**config.mk**
```make
export PLATFORM = sky130hd
export DESIGN_NAME = operand_queue
export DESIGN_NICKNAME = d
export VERILOG_FILES = /design/src/rtl/operand_queue.sv
export SDC_FILE = /design/constraint.sdc
export NUM_CORES = 1
export LEC_CHECK = 0
export ABC_AREA = 1
export CAP_MARGIN = 20
export CORE_ASPECT_RATIO = 0.8
export CORE_MARGIN = 2
export CORE_UTILIZATION = 40
export DETAILED_ROUTE_END_ITERATION = 8
export GPL_ROUTABILITY_DRIVEN = 1
export MAX_ROUTING_LAYER = met4
export PLACE_DENSITY = 0.63
export REMOVE_ABC_BUFFERS = 1
export SLEW_MARGIN = 20
export SYNTH_ARGS = -nofsm -noshare
export SYNTH_HDL_FRONTEND = slang
export SYNTH_SLANG_ARGS = --single-unit
```
**constraint.sdc**
```tcl
create_clock -name clk_i -period 7.2 [get_ports clk_i]
set_clock_uncertainty 0.1 [all_clocks]
set_input_delay 1.44 -clock clk_i [delete_from_list [all_inputs] [get_ports clk_i]]
set_output_delay 1.44 -clock clk_i [all_outputs]
set_load 0.01 [all_outputs]
```
**src/rtl/operand_queue.sv**
```systemverilog
// Operand queue: buffers VRF read words and frames them into per-instruction operand streams.
// Define OPQUEUE_BYPASS_EN to let a word skip the empty data FIFO straight to the consumer.
module operand_queue #(
  parameter int Depth         = 4,
  parameter int CmdDepth      = 2,
  parameter int VrfWordWidthB = 8,
  parameter int VlenWidth     = 16
) (
  input  logic                         clk_i,
  input  logic                         rst_i,
  input  logic                         cmd_valid_i,
  output logic                         cmd_ready_o,
  input  logic [VlenWidth-1:0]         cmd_vl_i,
  input  logic                         op_valid_i,
  output logic                         op_ready_o,
  input  logic [8*VrfWordWidthB-1:0]   operand_i,
  output logic                         opnd_valid_o,
  input  logic                         opnd_ready_i,
  output logic [8*VrfWordWidthB-1:0]   opnd_o,
  output logic [VrfWordWidthB-1:0]     opnd_strb_o,
  output logic                         opnd_last_o,
  output logic [$clog2(Depth):0]       occupancy_o
);

  localparam int W   = VrfWordWidthB;
  localparam int DAW = (Depth > 1) ? $clog2(Depth) : 1;
  localparam int DCW = $clog2(Depth) + 1;
  localparam int CAW = (CmdDepth > 1) ? $clog2(CmdDepth) : 1;
  localparam int CCW = $clog2(CmdDepth) + 1;
  localparam logic [VlenWidth-1:0] WORD_BYTES = VlenWidth'(W);

  // state  | meaning
  // IDLE   | no instruction framed; waiting for a command
  // ACTIVE | streaming the current instruction, remain_q bytes still owed
  typedef enum logic {IDLE, ACTIVE} state_t;

  state_t               state_q, state_d;
  logic [VlenWidth-1:0] remain_q, remain_d;

  logic [8*W-1:0] data_mem [Depth];
  logic [DAW-1:0] data_wr_q, data_rd_q;
  logic [DCW-1:0] data_cnt_q;
  logic           data_empty, data_full, data_push, data_pop;

  logic [VlenWidth-1:0] cmd_mem [CmdDepth];
  logic [CAW-1:0]       cmd_wr_q, cmd_rd_q;
  logic [CCW-1:0]       cmd_cnt_q;
  logic                 cmd_empty, cmd_full, cmd_push, cmd_pop;
  logic [VlenWidth-1:0] cmd_head;

  logic           bypass, byp_take, out_valid, hs, is_last;
  logic [W-1:0]   strb_calc;

  assign data_empty  = (data_cnt_q == '0);
  assign data_full   = (data_cnt_q == DCW'(Depth));
  assign op_ready_o  = !data_full;
  assign occupancy_o = data_cnt_q;

  assign cmd_empty   = (cmd_cnt_q == '0);
  assign cmd_full    = (cmd_cnt_q == CCW'(CmdDepth));
  assign cmd_ready_o = !cmd_full;
  assign cmd_push    = cmd_valid_i && !cmd_full;
  assign cmd_head    = cmd_mem[cmd_rd_q];

`ifdef OPQUEUE_BYPASS_EN
  assign bypass = (state_q == ACTIVE) && data_empty && op_valid_i;
`else
  assign bypass = 1'b0;
`endif

  assign out_valid    = (state_q == ACTIVE) && (!data_empty || bypass);
  assign opnd_valid_o = out_valid;
  assign hs           = out_valid && opnd_ready_i;
  // A bypassed word that is consumed immediately never occupies a FIFO slot.
  assign byp_take     = bypass && opnd_ready_i;
  assign data_push    = op_valid_i && !data_full && !byp_take;
  assign data_pop     = hs && !bypass;
  assign is_last      = (remain_q <= WORD_BYTES);

  always_comb begin
    strb_calc = '0;
    for (int b = 0; b < W; b++)
      strb_calc[b] = (remain_q >= WORD_BYTES) || (VlenWidth'(b) < remain_q);
  end

  always_ff @(posedge clk_i or posedge rst_i) begin
    if (rst_i) begin
      data_wr_q  <= '0;
      data_rd_q  <= '0;
      data_cnt_q <= '0;
    end else begin
      if (data_push) data_wr_q <= (data_wr_q == DAW'(Depth - 1)) ? '0 : data_wr_q + 1'b1;
      if (data_pop)  data_rd_q <= (data_rd_q == DAW'(Depth - 1)) ? '0 : data_rd_q + 1'b1;
      if (data_push && !data_pop)      data_cnt_q <= data_cnt_q + 1'b1;
      else if (!data_push && data_pop) data_cnt_q <= data_cnt_q - 1'b1;
    end
  end

  always_ff @(posedge clk_i) begin
    if (data_push) data_mem[data_wr_q] <= operand_i;
  end

  always_ff @(posedge clk_i or posedge rst_i) begin
    if (rst_i) begin
      cmd_wr_q  <= '0;
      cmd_rd_q  <= '0;
      cmd_cnt_q <= '0;
    end else begin
      if (cmd_push) cmd_wr_q <= (cmd_wr_q == CAW'(CmdDepth - 1)) ? '0 : cmd_wr_q + 1'b1;
      if (cmd_pop)  cmd_rd_q <= (cmd_rd_q == CAW'(CmdDepth - 1)) ? '0 : cmd_rd_q + 1'b1;
      if (cmd_push && !cmd_pop)      cmd_cnt_q <= cmd_cnt_q + 1'b1;
      else if (!cmd_push && cmd_pop) cmd_cnt_q <= cmd_cnt_q - 1'b1;
    end
  end

  always_ff @(posedge clk_i) begin
    if (cmd_push) cmd_mem[cmd_wr_q] <= cmd_vl_i;
  end

  always_ff @(posedge clk_i or posedge rst_i) begin
    if (rst_i) begin
      state_q  <= IDLE;
      remain_q <= '0;
    end else begin
      state_q  <= state_d;
      remain_q <= remain_d;
    end
  end

  always_comb begin
    state_d     = state_q;
    remain_d    = remain_q;
    cmd_pop     = 1'b0;
    opnd_o      = '0;
    opnd_strb_o = '0;
    opnd_last_o = 1'b0;
    case (state_q)
      IDLE: begin
        if (!cmd_empty) begin
          cmd_pop = 1'b1;
          if (cmd_head != '0) begin
            state_d  = ACTIVE;
            remain_d = cmd_head;
          end
        end
      end
      ACTIVE: begin
        if (out_valid) begin
          opnd_o      = bypass ? operand_i : data_mem[data_rd_q];
          opnd_strb_o = strb_calc;
          opnd_last_o = is_last;
        end
        if (hs) begin
          if (!is_last) begin
            remain_d = remain_q - WORD_BYTES;
          end else if (!cmd_empty && cmd_head != '0) begin
            // Chain straight into the next instruction so there is no bubble.
            cmd_pop  = 1'b1;
            remain_d = cmd_head;
          end else begin
            cmd_pop  = !cmd_empty;
            state_d  = IDLE;
            remain_d = '0;
          end
        end
      end
      default: state_d = IDLE;
    endcase
  end

endmodule

```
==> results.txt <==
The run finished with clean final reports. The number of cells traversed by the worst register-to-register path is 5, and the count of cell types in the netlist is 33. After clock tree synthesis, the setup repair step added 0 buffers. In this run the power density over the cells is 425 nW/um2. After synthesis, the largest family of logic cells by area is simple AND/OR/NAND/NOR gates. The final routed wire length divided by cell count was 17.0 um. In this run the deepest clock path goes through 3 buffers. The pin count of the biggest net entering global routing is 91, and the adder and majority cell fraction of the synthesized area is 0.0102. The synthesis-to-finish area growth is 24.4%. For this run, the detailed router's first-pass iteration total came to 5. The die is 206 um wide. The number of cell rows was 59; the count of state elements after synthesis was 316. Setup slack on the critical path of the routed design comes to 2010 ps. The worst endpoint data arrival time is 3650 ps, and the largest vdd supply drop is 0.250 mV. Library cell used as clock root buffer: clkbuf_16. Synthesis produced 1128 cells. The required time of the critical path came out at 5660 ps. Setup repair after global routing left no endpoint under its margin.

The post-CTS clock slew at the launch and capture registers of the worst setup and hold paths was 50 ps. The share of synthesized area occupied by flip-flops and latches was 0.717; the I/O pin count was 164. The hold buffer count at cts is 0, and the number of hold-slack violations in the final timing report is 0. In this run, CTS created clock tree buffers numbering 35. Yosys printed 0 warnings.

The critical path goes through clkinv_2 > buf_4 > o21ai_0 > a21oi_1 > clkdlybuf4s50_1. For this design the static power due to leakage is 0.00568 uW. The portion of netlist area occupied by mux cells works out to 0.

The initial cell density of the core is 0.403. Summed over all failing endpoints, the final setup total negative slack is 0 ps. Synthesized-area fraction occupied by xor and xnor cells: 0.00806. The number of global-route vias before repair is 8179.

The worst hold path terminates at cmd_cnt_q[0]. The vertical die dimension was 166 um. The worst register-to-register path begins at occupancy_o[0]. Highest cell delay on the worst timing path: 870 ps. The tools report the number of pins with negative max-slew slack in the final report as 0. Clock latency on the worst-skew pair, taken at its later pin, is 520 ps. By area the synthesized netlist is led by edfxtp_1 (66%), nor2_1 (9.5%), dfrtp_1 (5.4%). Transition time at the pin with the least slew margin: 1040 ps. The minimum setup slack among reg-to-reg paths is 4290 ps, and the layout net count is 1378. The number of resized instances in the post-cts repair step is 0. Summed over all instances, the cell type with the most area after synthesis is edfxtp_1. The fraction of layout cells with a size suffix above 1 came out at 0.0780.

The capturing element type of the critical path is an output pin. The area enclosed by the die boundary was 34100 um2; the fmax was 0.193 GHz. Counting I/O delays and the setup requirement, the final critical path takes 5190 ps. Along the worst path, the maximum fanout reaches 76. The post-detailed-routing wire length is 29500 um, and the setup violation total in the final timing report is 0. Number of remaining DRC errors: 0. The count of nets left with antenna violations once routing finished came out at 0. The area fraction of the dominant cell type after synthesis was 0.663; the first-pass GRT wire length was 45400 um. For the total number of vias, the log shows 8527.

In this design, the largest share of critical-path delay is due to buffers and inverters. The portion of the clock cycle consumed by the worst path in the final layout came out at 0.721. The simple-gate share of the synthesized area was 0.141. Worst slew slack as a fraction of its limit: 0.304. The type of origin of the critical path is a flop.

The tree built by TritonCTS fans out to 316 sinks. The number of design-rule violations left by the first detailed-router iteration is 642, and the count of filler cells inserted in the layout is 2829. The worst min-delay path category is reg2reg. The tools report the H-tree level count as 2. The worst hold path begins at cmd_cnt_q[0]. The total global routing track utilization was 0.179. The number of cells on the worst hold path was 1.

Dividing the detail-routed via count by the number of cells gives 4.91. After global routing the overflow that remains totals 0. The core region is 32300 um2. The number of maximum-capacitance violations is 0, and the number of buffer and inverter instances along the worst setup path is 3. The count of buffers from port buffering is 163.

The tools report the critical register-to-register path endpoint as data_mem[2][46]. Prior to clock tree synthesis, the placed netlist has a worst setup slack of 2470 ps. The wire-length estimate of the detail-placed layout is 16800 um.

The tools report the synthesized area as 13000 um2. A synthesized cell averages 11.6 um2. Routability-driven placement congestion ratio: 0.852. Initial antenna violation count: 2. The kind of critical path is reg2out.

The share of the synthesized area in compound gates (AO/OA/AOI/OAI) works out to 0.0916. TritonCTS built the clock tree. The cell at the slowest stage of the critical path was clkinv_2.
## synthesized netlist by cell type
library cell	count
a21oi_1	72
nand2_1	95
dfrtp_1	28
o31ai_1	1
nand2_4	3
buf_1	11
o21ai_2	1
nor2_2	5
xnor2_1	6
nand2_2	1
nand4_1	3
clkbuf_1	34
nor2_4	1
edfxtp_1	288
fa_1	1
inv_1	39
nand3_1	22
buf_6	4
nor2_1	331
buf_2	6
nand3_2	1
a31oi_1	1
xor2_1	6
o21ai_0	137
inv_2	2
a31oi_4	1
a21oi_2	12
nand3b_1	1
nor3_1	1
or2_2	1
buf_4	2
ha_1	9
inv_4	2
## cell type report
type                    count  area, um2  share of cell area
diodes                      2       5.00            0.000308
clock buffers              43        957              0.0590
clock inverters            19        183              0.0113
inverters                  43        168              0.0103
multi-input cells         712       3300               0.204
flip-flops and latches    316       9350               0.577
well taps                 427        534              0.0329
repair buffers            175       1720               0.106
## kinds of logic (layout without fill, tap and decap cells)
| kind of cell | Yosys count | after routing |
|---|---|---|
| AOI/OAI and AO/OA | 225 | 225 |
| other | 0 | 2 |
| DFF | 316 | 316 |
| and+or+nand+nor | 465 | 465 |
| adders and majority gates | 10 | 10 |
| buffers and inverters | 100 | 280 |
| xor gates and xnor gates | 12 | 12 |
## per-layer routing
metal	GRT usage	part of all wire	routed length, um
met1	0.250	0.48	14100
met2	0.271	0.45	13400
met3	0.0288	0.048	1430
met4	0.0565	0.020	602
met5	-	0	0
## report_power, final
| group | switching [uW] | internal (uW) | total, uW |
|---|---|---|---|
| registers | 161 | 2430 | 2590 |
| clock network | 697 | 1050 | 1750 |
| logic | 1500 | 1060 | 2560 |
| total | 2350 | 4550 | 6900 |
## worst max-delay path by stage
stage | slack (ps) | cells past startpoint | startpoint | end
floorplan | 960 | 3 | data_rd_q[0] | opnd_o[0]
global placement | 2600 | 5 | data_rd_q[0] | opnd_o[19]
detailed placement | 2470 | 5 | data_rd_q[0] | opnd_o[2]
CTS | 1940 | 5 | data_rd_q[0] | opnd_o[2]
global route | 1700 | 5 | data_rd_q[0] | opnd_o[41]
finish | 2010 | 5 | data_rd_q[0] | opnd_o[41]
## placed cells by master, fill, tap and decap left out, drive strengths merged
cell,synthesis,final
a21oi,84,84
nand3b,1,1
clkbuf,34,43
edfxtp,288,288
inv,43,44
buf,23,12
clkdlybuf4s50,0,163
diode,0,2
bufinv,0,3
nand3,23,23
a31oi,2,2
clkinvlp,0,1
nand4,3,3
xor2,6,6
ha,9,9
or2,1,1
o21ai,138,138
nor3,1,1
nor2,337,337
nand2,99,99
xnor2,6,6
dfrtp,28,28
o31ai,1,1
fa,1,1
clkinv,0,14
## through the flow
stage          power (uW)   util  cells  instance area [um2]  hold WS, ps
2_1_floorplan        3980      -   1071                12800          367
3_3_place_gp         5190  0.466   1673                15100          389
3_5_place_dp         5210  0.466   1673                15100          395
4_1_cts              6980  0.502   1735                16200          403
5_1_grt              7350  0.502   1737                16200          444
6_report             6900  0.502   1737                16200          401
## flip-flops by register name, indices dropped and copies added (netlist names)
name and flops:
occupancy_o 3, data_mem 256, data_wr_q 2, cmd_rd_q 1, cmd_wr_q 1, data_rd_q 2, cmd_mem 32, state_q 1
cmd_cnt_q 2, remain_q 16
Note: power is estimated with default switching activity, not from simulation.
